## src/rtl/flit_eject_interface_if.sv

```systemverilog
// Purpose: bundles the router-facing flit input and the consumer-facing payload handshake.
// Latency: none; wiring only.
// Backpressure: i_data_ready from the consumer; the router is throttled by o_credit pulses.
// Ports: i_flit/i_flit_valid (router -> NI), o_data/o_tail/o_data_valid/i_data_ready (NI <-> consumer),
//        o_credit (NI -> router), o_misroute/o_overflow/o_count (status).
interface flit_eject_interface_if #(
  parameter int DEPTH = 4
);
  localparam int CW = $clog2(DEPTH + 1);

  logic [68:0]   i_flit;
  logic          i_flit_valid;
  logic [63:0]   o_data;
  logic          o_tail;
  logic          o_data_valid;
  logic          i_data_ready;
  logic          o_credit;
  logic          o_misroute;
  logic          o_overflow;
  logic [CW-1:0] o_count;

  // Environment side: drives flits and consumer ready, observes everything else.
  modport master (
    output i_flit, i_flit_valid, i_data_ready,
    input  o_data, o_tail, o_data_valid, o_credit, o_misroute, o_overflow, o_count
  );

  // Ejection interface side.
  modport slave (
    input  i_flit, i_flit_valid, i_data_ready,
    output o_data, o_tail, o_data_valid, o_credit, o_misroute, o_overflow, o_count
  );
endinterface

```

## src/rtl/flit_eject_interface.sv

```systemverilog
// Purpose: ejection network interface; filters flits by destination, buffers payloads, returns credits.
// Latency: 1 cycle from flit arrival to o_data_valid; credit 1 cycle after the freeing event.
// Backpressure: consumer stalls via i_data_ready; router is flow-controlled by credits, excess flits dropped.
// Ports: Clk, Rst_n (async active-low), bus (flit_eject_interface_if.slave).

// Generic single-clock FIFO. Caller guarantees push only when not full (or popping) and pop only when
// non-empty. Head is read combinationally from registered storage.
module eject_fifo #(
  parameter int  WIDTH = 8,
  parameter int  DEPTH = 4,
  localparam int AW    = $clog2(DEPTH),
  localparam int CW    = $clog2(DEPTH + 1)
) (
  input  logic             Clk,
  input  logic             Rst_n,
  input  logic             push,
  input  logic [WIDTH-1:0] push_dat,
  input  logic             pop,
  output logic [WIDTH-1:0] head_dat,
  output logic [CW-1:0]    count
);
  logic [WIDTH-1:0] mem [DEPTH];
  logic [AW-1:0]    wr_ptr;
  logic [AW-1:0]    rd_ptr;

  // Storage carries no reset; occupancy alone decides what is valid.
  always_ff @(posedge Clk) begin
    if (push) begin
      mem[wr_ptr] <= push_dat;
    end
  end

  // DEPTH is a power of two, so pointers wrap by plain overflow.
  always_ff @(posedge Clk or negedge Rst_n) begin
    if (!Rst_n) begin
      wr_ptr <= '0;
      rd_ptr <= '0;
      count  <= '0;
    end else begin
      if (push) wr_ptr <= wr_ptr + AW'(1);
      if (pop)  rd_ptr <= rd_ptr + AW'(1);
      count <= count + CW'(push) - CW'(pop);
    end
  end

  assign head_dat = mem[rd_ptr];
endmodule

module flit_eject_interface #(
  parameter int         DEPTH   = 4,
  parameter logic [1:0] NODE_ID = 2'b00
) (
  input logic                  Clk,
  input logic                  Rst_n,
  flit_eject_interface_if.slave bus
);
  localparam int CW = $clog2(DEPTH + 1);
  // Holds at least 2*DEPTH; a flow-controlled router never has more than DEPTH credits owed.
  localparam int PW = $clog2(2 * DEPTH + 1);
  localparam logic [PW:0] ONE = (PW + 1)'(1);

  typedef struct packed {
    logic        vld;
    logic        tail;
    logic [1:0]  dest;
    logic        vc;
    logic [63:0] dat;
  } flit_t;

  typedef struct packed {
    logic        tail;
    logic [63:0] dat;
  } entry_t;

  flit_t         flit;
  entry_t        push_dat;
  entry_t        head_dat;
  logic [CW-1:0] count;
  logic          data_vld;
  logic          arrival;
  logic          misroute;
  logic          pop;
  logic          full;
  logic          accept;
  logic          drop;
  logic [PW-1:0] pend;
  logic [PW:0]   pend_sum;
  logic          credit_q;
  logic          misroute_q;
  logic          overflow_q;
  logic          unused_vc;

  assign flit      = flit_t'(bus.i_flit);
  // VC selects nothing on the ejection side and is not stored.
  assign unused_vc = flit.vc;

  assign arrival  = bus.i_flit_valid && flit.vld;
  assign misroute = arrival && (flit.dest != NODE_ID);
  assign data_vld = (count != '0);
  assign pop      = data_vld && bus.i_data_ready;
  assign full     = (count == CW'(DEPTH));
  // A same-cycle pop frees the slot, so a full FIFO still takes the flit.
  assign accept   = arrival && !misroute && (!full || pop);
  assign drop     = arrival && !misroute && full && !pop;

  assign push_dat.tail = flit.tail;
  assign push_dat.dat  = flit.dat;

  eject_fifo #(
    .WIDTH ($bits(entry_t)),
    .DEPTH (DEPTH)
  ) u_fifo (
    .Clk      (Clk),
    .Rst_n    (Rst_n),
    .push     (accept),
    .push_dat (push_dat),
    .pop      (pop),
    .head_dat (head_dat),
    .count    (count)
  );

  // A pop and a misroute discard can each free a credit in the same cycle; only one pulse
  // leaves per cycle, the rest waits in pend.
  always_comb begin
    pend_sum = {1'b0, pend} + (PW + 1)'(pop) + (PW + 1)'(misroute);
  end

  always_ff @(posedge Clk or negedge Rst_n) begin
    if (!Rst_n) begin
      pend       <= '0;
      credit_q   <= 1'b0;
      misroute_q <= 1'b0;
      overflow_q <= 1'b0;
    end else begin
      if (pend_sum != '0) begin
        credit_q <= 1'b1;
        pend     <= PW'(pend_sum - ONE);
      end else begin
        credit_q <= 1'b0;
        pend     <= '0;
      end
      misroute_q <= misroute_q | misroute;
      overflow_q <= drop;
    end
  end

  assign bus.o_data_valid = data_vld;
  assign bus.o_data       = data_vld ? head_dat.dat : 64'd0;
  assign bus.o_tail       = data_vld & head_dat.tail;
  assign bus.o_count      = count;
  assign bus.o_credit     = credit_q;
  assign bus.o_misroute   = misroute_q;
  assign bus.o_overflow   = overflow_q;
endmodule

```

## src/flat_wrapper.sv

```systemverilog
// flat-port wrapper written by rule: the top's interface ports become plain ports
module flit_eject_interface_flat 
#(
  parameter int         DEPTH   = 4,
  parameter logic [1:0] NODE_ID = 2'b00
)
  (Clk, Rst_n, bus_i_flit, bus_i_flit_valid, bus_i_data_ready, bus_o_data, bus_o_tail, bus_o_data_valid, bus_o_credit, bus_o_misroute, bus_o_overflow, bus_o_count);
  flit_eject_interface_if #(.DEPTH(DEPTH)) bus_i ();
  input logic Clk;
  input logic Rst_n;
  input wire logic [$bits(bus_i.i_flit)-1:0] bus_i_flit;
  input wire logic [$bits(bus_i.i_flit_valid)-1:0] bus_i_flit_valid;
  input wire logic [$bits(bus_i.i_data_ready)-1:0] bus_i_data_ready;
  output wire logic [$bits(bus_i.o_data)-1:0] bus_o_data;
  output wire logic [$bits(bus_i.o_tail)-1:0] bus_o_tail;
  output wire logic [$bits(bus_i.o_data_valid)-1:0] bus_o_data_valid;
  output wire logic [$bits(bus_i.o_credit)-1:0] bus_o_credit;
  output wire logic [$bits(bus_i.o_misroute)-1:0] bus_o_misroute;
  output wire logic [$bits(bus_i.o_overflow)-1:0] bus_o_overflow;
  output wire logic [$bits(bus_i.o_count)-1:0] bus_o_count;
  assign bus_i.i_flit = bus_i_flit;
  assign bus_i.i_flit_valid = bus_i_flit_valid;
  assign bus_i.i_data_ready = bus_i_data_ready;
  assign bus_o_data = bus_i.o_data;
  assign bus_o_tail = bus_i.o_tail;
  assign bus_o_data_valid = bus_i.o_data_valid;
  assign bus_o_credit = bus_i.o_credit;
  assign bus_o_misroute = bus_i.o_misroute;
  assign bus_o_overflow = bus_i.o_overflow;
  assign bus_o_count = bus_i.o_count;
  flit_eject_interface #(.DEPTH(DEPTH), .NODE_ID(NODE_ID)) u_core (.Clk(Clk), .Rst_n(Rst_n), .bus(bus_i));
endmodule
```

## config.mk

```make
export PLATFORM = sky130hd
export DESIGN_NAME = flit_eject_interface_flat
export DESIGN_NICKNAME = d
export VERILOG_FILES = /design/src/rtl/flit_eject_interface_if.sv /design/src/rtl/flit_eject_interface.sv /design/src/flat_wrapper.sv
export SDC_FILE = /design/constraint.sdc
export NUM_CORES = 1
export LEC_CHECK = 0
export ABC_CLOCK_PERIOD_IN_PS = 2700
export CORE_ASPECT_RATIO = 1.2
export CORE_MARGIN = 1.5
export CORE_UTILIZATION = 55
export CTS_CLUSTER_SIZE = 24
export DETAILED_ROUTE_END_ITERATION = 10
export DONT_BUFFER_PORTS = 1
export MAX_ROUTING_LAYER = met4
export PLACE_DENSITY_LB_ADDON = 0.12
export SLEW_MARGIN = 10
export SYNTH_ARGS = -nofsm -noshare
export SYNTH_HDL_FRONTEND = slang
export SYNTH_SLANG_ARGS = --single-unit
```

## constraint.sdc

```tcl
create_clock -name Clk -period 2.7 [get_ports Clk]
set_input_delay 0.27 -clock Clk [delete_from_list [all_inputs] [get_ports Clk]]
set_output_delay 0.27 -clock Clk [all_outputs]
set_load 0.02 [all_outputs]
```

Word level (Yosys, flattened, before mapping)

Memories as Yosys holds them, arrays and structs flattened.
Cells that the tools add are included.
W data, S select, Z words.

Add/subtract/negate cells: 7
$mul: 0
Divide/modulo/power cells: 0
Magnitude comparators: 0
Equality and inequality tests: 1
Shift operators: 0
Multiplexer cells: 5
Bitwise gates (word level): 2
Reductions and logical operators: 14

Operators with widths:

| kind                  | count |
|---|---|
| $mux W64              | 1 |
| $logic_and A1 B1 Y1   | 7 |
| $add A4 B1 Y5         | 1 |
| $add A5 B1 Y5         | 1 |
| $reduce_bool A5 Y1    | 1 |
| $add A2 B1 Y2 const B | 2 |
| $mux W4               | 1 |
| $sub A4 B1 Y4 const B | 1 |
| $add A3 B1 Y3         | 1 |
| $eq A3 B3 Y1 const B  | 1 |
| $logic_not A1 Y1      | 3 |
| $mux W1               | 3 |
| $reduce_bool A3 Y1    | 1 |
| $sub A3 B1 Y3         | 1 |
| $reduce_bool A2 Y1    | 1 |
| $and A1 B1 Y1         | 1 |
| $logic_or A1 B1 Y1    | 1 |
| $or A1 B1 Y1          | 1 |

Bits in registers: 14
Latch bits: 0
Memory bits (writable): 260
Memory bits (read-only): 0
Input bits: 73
Output and inout bits: 72
Logic and storage cells: 37
Memories: 1

Memory list:

| name              | depth | width | rd ports | clocked after memory_dff | wr ports | RTL line                   | RTL |
|---|---|---|---|---|---|---|---|
| u_core.u_fifo.mem | 4     | 65    | 1        | 0                        | 1        | flit_eject_interface.sv:22 | `logic [WIDTH-1:0] mem [DEPTH];` |

Logic depth before layout (Yosys ltp)

Gate-level depths: netlist (run 1).

Depth after elaboration: 7
Gate-level depth with buffers: 9
Gate-level depth less buffers: 9

Hierarchy

Synthesis (run 1) repeated with hierarchy kept, for this count alone.

Cell total of the unflattened synthesis: 483
Area total of the unflattened synthesis: 10659.0 um^2

By module, submodules not included:

| module               | times used | cells an instance | area an instance (um^2) | seq. area each (um^2) |
|---|---|---|---|---|
| eject_fifo           | 1          | 372               | 9791.9                  | 7982.7 |
| flit_eject_interface | 1          | 111               | 867.1                   | 175.2 |

Worst setup path before layout (run 1)

Ideal clock, no wire load.

Kind: reg-to-reg
Start: register u_core.u_fifo.count[2]
End: memory u_core.u_fifo.mem[0][0] (netlist name) (enable)
Setup time: 0.430 ns
Data arrival time: 2.589 ns
Required time: 2.270 ns
Slack: -0.319 ns
Stages on the path, launching flop included: 4
Path buffers: 0
Clock period less this slack: 3.019 ns
Path through: dfrtp_1 -> or4b_1 -> nor4b_4 -> and2_1

Word-level cells in the longest chain between the ends: 6
Elaborated cells on any way between the ends: 8
Classes of those cells: eq/ne: 1; mux: 2; reduce/logical: 5

Ends and longest elaborated chain:

| item                                                           | RTL line                                                 | RTL |
|---|---|---|
| start: declaration                                             | flit_eject_interface.sv:20                               | `output logic [CW-1:0] count` |
| start signal: assignment                                       | flit_eject_interface.sv:42                               | `count <= count + CW'(push) - CW'(pop);` |
| $eq A3 B3 Y1 / $reduce_bool A3 Y1 (equally long branches)      | flit_eject_interface.sv:101, flit_eject_interface.sv:99  |  |
| $logic_not A1 Y1 / $logic_and A1 B1 Y1 (equally long branches) | flit_eject_interface.sv:103, flit_eject_interface.sv:100 |  |
| $logic_or A1 B1 Y1 (*)                                         | flit_eject_interface.sv:103                              | `assign accept = arrival && !misroute && (!full \|\| pop);` |
| $logic_and A1 B1 Y1 (*)                                        | flit_eject_interface.sv:103                              |  |
| $mux W1 (*)                                                    | flit_eject_interface.sv:28                               | `if (push) begin` |
| $mux W1 (implied by the code) (*)                              | flit_eject_interface.sv:29                               | `mem[wr_ptr] <= push_dat;` |
| end: declaration                                               | flit_eject_interface.sv:22                               |  |

Mark *: on every way between the ends. The rest lies on a longest branch, timed or not.

Final worst setup path (run 1)

Start: register u_core.u_fifo.count[2]
End: register u_core.u_fifo.count[2]

Word-level cells in the longest chain between the ends: 6
Elaborated cells on any way between the ends: 8
Classes of those cells: add/sub: 2; eq/ne: 1; reduce/logical: 5

Ends and longest elaborated chain:

| item                    | RTL line                    | RTL |
|---|---|---|
| $reduce_bool A3 Y1 (*)  | flit_eject_interface.sv:99  | `assign data_vld = (count != '0);` |
| $logic_and A1 B1 Y1 (*) | flit_eject_interface.sv:100 | `assign pop = data_vld && bus.i_data_ready;` |
| via u_core.pop          | flit_eject_interface.sv:82  | `logic pop;` |
| $logic_or A1 B1 Y1      | flit_eject_interface.sv:103 |  |
| $logic_and A1 B1 Y1     | flit_eject_interface.sv:103 |  |
| $add A3 B1 Y3           | flit_eject_interface.sv:42  |  |
| $sub A3 B1 Y3 (*)       | flit_eject_interface.sv:42  |  |

The timed path passes the listed nets; every way through them passes the cells marked *.
A chain may end at the register's enable or synchronous reset.

==> reports/metrics.yaml, run 1 <==
outcome: "finished, final reports clean"
p_sw_mw: 3.917
synthCells: 483
max-clock-path-buffers: 3
grt_usage_pct: 20.51
clkPwrFrac_pct: 26.9
antenna_found_initial: 0
synth.avg_cell_area_um2: 22.03
critPathBufInv: 2
hp-class: "in -> reg"
fin_util_pct: 66.35
layoutNonFillerInstCount: 856
worstPathRequired_ps: 3120
vdd_drop_max_uv: 631.5
crit_type: "reg -> reg"
synth_area_um2: 10640
ios: 145
drive_gt1_share_pct: 21.33
fillers: 1277
slowest_stage: "or3_2"
pwr-share-comb_pct: 31.2
min_path_cells: 2
cts_tree: "done"
synth_seq_area_share_pct: 76.67
antenna_left: 0
p_int_mw: 8.308
core_um2: 18920
syn_nets: 567
maxSlewViolCount: 0
port_buffers: 0
grt_max_degree: 67
layout_min_cycle_time_ps: 2567
drt-total-wl_um: 19710
startpoint_type: "register"
nets: 665
arrival_ps: 2990
hold_viol: 0
drcViolationCount: 0
htree_levels: 1
grt_pass1_vias: 5309
cts_sinks: 274
clkLatencyLatePin_ps: 530
relSlewSlack_pct: 52.50
fin_crit_sh_pct: 95.09
postPlaceCellArea_um2: 11060
diodes: 0
synth_area_leader_cell: "edfxtp_1"
grt_pass1_wl_um: 29670
fin_tns_setup_ps: 0
worstPathMaxFanout: 4
cts-root-buf: "clkbuf_16"
die_x_um: 130.0
path_cells: "or3_2 > nand2_1 > inv_1 > ha_1 > inv_1 > ha_1 > fa_1 > xor2_1 > xnor2_1"
synth_top_area_share_pct: 73.38
cpPeakStageDelay_ps: 510
seq_power_share_pct: 41.9
avgRoutedWirePerCell_um: 23.03
p_leak_nw: 4.111
finClkSkew_ps: 14.48
area_growth_pct: 18.00
rsz0062_at_grt: "no"
post-dp-hpwl_um: 11440
die_area_um2: 20190
dr.pass1.iters: 5
start_util_pct: 56.22
ys_top_cells_by_area: "edfxtp_1 (73%), mux4_2 (14%), and2_1 (4.1%)"
switching_share_pct: 32.04
cts.reportedPaths.clkPinSlew_ps: 60
overflow: 0
reg2reg_depth: 9
numCtsBuffers: 27
vias: 4812
yosysWarnings: 0
final-setup-viol-count: 0
fmax_mhz: 389.5
rows: 55
synth_cell_types: 27
die_h_um: 155.4
final_cell_area_um2: 12560
holdWs_ps: 40.51
cap_viol_max_count: 0
path_delay_family: "adder cells"
gp_congestion: 0.7113
first_iter_violations: 295
end_kind: "register"
place_inst: 736
synth_seq_cells: 274
r2r_slack_ps: 130
vias_per_cell: 5.621
tightest_slew_ps: 712.4
p_per_area_nw_per_um2: 973.7
cp.depth: 9
[final timing paths]
path	from	endpoint
max in group asynchronous	Rst_n	u_core.u_fifo.rd_ptr[0]
worst max register to register	u_core.u_fifo.count[2]	u_core.u_fifo.count[2]
worst min-delay path	bus_i_flit_valid	u_core.bus.o_misroute
min in group asynchronous	Rst_n	u_core.u_fifo.count[1]
worst min register to register	u_core.pend[3]	u_core.bus.o_credit
worst max-delay path	u_core.u_fifo.count[2]	u_core.u_fifo.count[2]
[cell type report]
class,instances,area (um^2),share of cell area (%)
clock inverters,14,63.81,0.5082
repair buffers,91,978.4,7.793
clock buffers,34,701.9,5.590
multi-input cells,176,2285,18.20
well taps,256,320.3,2.551
inverters,11,41.29,0.3288
flip-flops and latches,274,8165,65.03
[synth_stat cells, drive strengths merged]
cell type,instances
mux4,65
edfxtp,260
nor2b,1
dfrtp,14
or3,1
nand2,4
nor4b,1
or4b,1
o211ai,1
clkbuf,9
and2,70
fa,2
xnor2,7
nand2b,2
nor4,1
nor3b,2
ha,9
o21ai,1
a21oi,1
nand3b,1
buf,13
inv,11
nor2,4
xor2,2
[cell families (layout without fill, tap and decap cells)]
kind of cell             count (synthesis)  in the layout  synth area share (%)
buffers and inverters                   33            150                 2.011
XOR/XNOR                                 9              9                0.7409
adder cells (fa/ha/maj)                 11             11                 1.435
AND/OR/NAND/NOR                         88             88                 5.221
flip-flops                             274            274                 76.67
multiplexers                            65             65                 13.76
AO/OA/AOI/OAI                            3              3                0.1646
[through the flow]
stage / setup slack (ps) / total power [mW]
after global placement: 272.0 / 8.835
after global routing: 57.72 / 12.79
final: 132.6 / 12.23
after CTS: 57.62 / 12.39
after detailed placement: 86.38 / 8.936
after floorplan: 341.0 / 8.305
[what timing repair did]
action,4_1_cts,5_1_grt
endpoints found under the hold margin,278,0
setup endpoints to repair,2,6
cloned,0,0
buffers inserted,1,1
pin swaps,0,0
hold buffers,70,0
gates resized for setup,0,1
[metal layers]
layer / global-route usage (%) / wire length [um]
met2: 35.17 / 10390
met1: 25.70 / 7957
met3: 3.783 / 1067
met5: - / 0
met4: 4.497 / 297
[worst register-to-register path, cell delays in order (launching register included)]
cell	delay [ps]
dfrtp_1	420
or3_2	510
nand2_1	160
inv_1	90
ha_1	280
inv_1	40
ha_1	180
fa_1	380
xor2_1	180
xnor2_1	220
[state kept, by name (all words and copies together) (netlist names)]
| signal | flops |
|---|---|
| u_core.bus.o_credit | 1 |
| u_core.u_fifo.mem | 260 |
| u_core.u_fifo.count | 3 |
| u_core.u_fifo.wr_ptr | 2 |
| u_core.bus.o_misroute | 1 |
| u_core.pend | 4 |
| u_core.bus.o_overflow | 1 |
| u_core.u_fifo.rd_ptr | 2 |
[power by group through the flow]
stage / clock (mW) / sequential, mW / combinational, mW
final: 3.28 / 5.13 / 3.82
after global routing: 3.50 / 5.16 / 4.13
after CTS: 3.36 / 5.13 / 3.90
after detailed placement: 0 / 5.26 / 3.67
after global placement: 0 / 5.24 / 3.60
after floorplan: 0 / 5.07 / 3.24
[placed cells by master (no fill, tap or decap)]
master,count
a21oi_1,1
and2_1,66
and2_4,4
buf_12,9
buf_4,11
buf_8,1
clkbuf_1,7
clkbuf_16,27
clkinv_1,8
clkinv_2,5
dfrtp_1,12
dfrtp_4,2
dlygate4sd3_1,70
edfxtp_1,260
fa_1,2
ha_1,9
inv_1,11
inv_6,1
mux4_2,65
nand2_1,4
nand2b_1,2
nand3b_1,1
nor2_1,4
nor2b_1,1
nor3b_1,1
nor3b_2,1
nor4_1,1
nor4b_4,1
o211ai_1,1
o21ai_1,1
or3_2,1
or4b_1,1
xnor2_1,7
xor2_1,2
(Power assumes the default switching activity.)
==> run 2, diff against run 1 <==
CTS_BUF_LIST = sky130_fd_sc_hd__clkbuf_8   (was default)
==> run 2 against run 1 <==
Total power shrank 2.7%. Count of clock-buffer cells in the layout increased by 10. Global-route usage grew 0.25 points. First-iteration DRC count fell by 11%. Utilization shrank 0.24 points. Setup slack worse by 3.2 ps. Sequential share of layout area grew 0.23 points. Final cell count grew 2.9%. Sequential cell count stayed put. Hold slack got worse by 9.0 ps. Critical path depth did not move. Clock skew is 5.3 ps lower. Critical path type unchanged. Highest routed layer unchanged.
==> reports/metrics.yaml, run 2 (synthesis gave the netlist of run 1 again) <==
outcome: "finished, final reports clean"
finClkSkew_ps: 9.147  # -5.335 ps
gp_congestion: 0.7113  # unchanged
arrival_ps: 2990  # about the same
post-dp-hpwl_um: 11440  # unchanged
antenna_found_initial: 0  # unchanged
fin_crit_sh_pct: 95.21  # +0.12 points
regMostFlops: "u_core.u_fifo.mem"
vias_per_cell: 5.589  # -0.58%
drcViolationCount: 0  # unchanged
path_cells: "or3_2 > nand2_1 > inv_1 > ha_1 > inv_1 > ha_1 > fa_1 > xor2_1 > xnor2_1"
grt_usage_pct: 20.76  # +0.25 points
final_common_cell: "edfxtp_1"
htree_levels: 2  # +1
avgRoutedWirePerCell_um: 22.29  # -3.2%
antenna_left: 0  # unchanged
die_area_um2: 20190  # unchanged
rsz0062_at_grt: "no"
drive_gt1_share_pct: 22.72  # +1.4 points
cts_sinks: 274  # unchanged
holdWs_ps: 31.54  # -8.977 ps
max-clock-path-buffers: 3  # unchanged
p_leak_nw: 4.178  # +1.6%
ios: 145  # unchanged
layout_min_cycle_time_ps: 2571  # +3.171 ps
postPlaceCellArea_um2: 11060  # unchanged
largest_reg_flops: 260  # unchanged
area_growth_pct: 17.58
start_util_pct: 56.22  # unchanged
place_inst: 736  # unchanged
hp-class: "in -> reg"
grt_max_degree: 67  # unchanged
dr.pass1.iters: 4  # -1
diodes: 0  # unchanged
startpoint_type: "register"
final-setup-viol-count: 0  # unchanged
end_kind: "register"
cts-root-buf: "clkbuf_8"
rows: 55  # unchanged
hold_viol: 0  # unchanged
final_cell_area_um2: 12510  # -0.36%
tightest_slew_ps: 704.1  # -8.364 ps
worstPathRequired_ps: 3120  # about the same
die_h_um: 155.4  # unchanged
numCtsBuffers: 42  # +56%
reg_top3: "u_core.u_fifo.mem (260), u_core.pend (4), u_core.u_fifo.count (3)"
drt-total-wl_um: 19640  # -0.40%
cap_viol_max_count: 0  # unchanged
critPathBufInv: 2  # unchanged
grt_pass1_wl_um: 29980  # +1.0%
slowest_stage: "or3_2"
nets: 680  # +2.3%
overflow: 0  # unchanged
cts_tree: "done"
crit_type: "reg -> reg"
maxSlewViolCount: 0  # unchanged
worstPathMaxFanout: 4  # unchanged
fmax_mhz: 389.0  # -0.12%
core_um2: 18920  # unchanged
clkLatencyLatePin_ps: 520  # about the same
cpPeakStageDelay_ps: 510  # about the same
power_mw: 11.90  # -2.7%
port_buffers: 0  # unchanged
fin_tns_setup_ps: 0  # unchanged
cts.reportedPaths.clkPinSlew_ps: 70  # about the same
mostFrequentLayoutCells: "edfxtp_1 (260), dlygate4sd3_1 (70), and2_1 (66)"
first_iter_violations: 263  # -11%
relSlewSlack_pct: 53.06  # +0.56 points
layoutNonFillerInstCount: 881  # +2.9%
die_x_um: 130.0  # unchanged
grt_pass1_vias: 5458  # +2.8%
vdd_drop_max_uv: 636.5  # +0.80%
vias: 4924  # +2.3%
p_per_area_nw_per_um2: 950.9  # -2.3%
path_delay_family: "adder cells"
-- run 2: path summary, 6_finish.rpt --
kind                                        startpoint                 endpoint  slack (ps)  cells after the start
worst max-delay path            u_core.u_fifo.count[2]   u_core.u_fifo.count[2]         130                      9
worst min-delay path                  bus_i_flit_valid    u_core.bus.o_misroute          30                      2
worst max register to register  u_core.u_fifo.count[2]   u_core.u_fifo.count[2]         130                      9
worst min register to register          u_core.pend[3]      u_core.bus.o_credit         580                      2
max in group asynchronous                        Rst_n  u_core.u_fifo.rd_ptr[0]        1960                      1
min in group asynchronous                        Rst_n           u_core.pend[0]         230                      1
-- run 2: through the flow --
| stage | worst slack, ps | util (%) |
|---|---|---|
| after global placement | 272.0 | 58.45 |
| final | 129.4 | 66.11 |
| after global routing | 56.40 | 66.11 |
| after detailed placement | 86.38 | 58.45 |
| after floorplan | 341.0 | - |
| after CTS | 58.04 | 66.04 |
-- run 2: power breakdown --
| part | internal, mW | total [mW] | switching [mW] | leakage [nW] |
|---|---|---|---|---|
| Clock | 1.50 | 2.95 | 1.45 | 0.444 |
| Sequential | 4.88 | 5.13 | 0.251 | 2.50 |
| Combinational | 1.61 | 3.82 | 2.21 | 1.23 |
| Total | 7.98 | 11.9 | 3.92 | 4.18 |
-- run 2: final cells by class --
class | count | area (um^2)
Timing Repair Buffer | 91 | 978.4
Sequential cell | 274 | 8165
Tap cell | 256 | 320.3
Inverter | 11 | 41.29
Clock inverter | 29 | 115.1
Clock buffer | 44 | 605.6
Multi-Input combinational cell | 176 | 2285
Fill cell | 1286 | 6414
-- run 2: repair_timing --
item	CTS	global route
endpoints found under the hold margin	278	0
endpoints found under the setup margin	5	6
cloned	0	0
resized for setup	0	1
hold buffers	70	0
buffers inserted	1	1
-- run 2: metal layers --
metal | global-route usage [%] | part of all wire [%]
met2 | 34.92 | 52
met1 | 25.52 | 41
met4 | 5.503 | 1.7
met3 | 4.814 | 5.5
met5 | - | 0
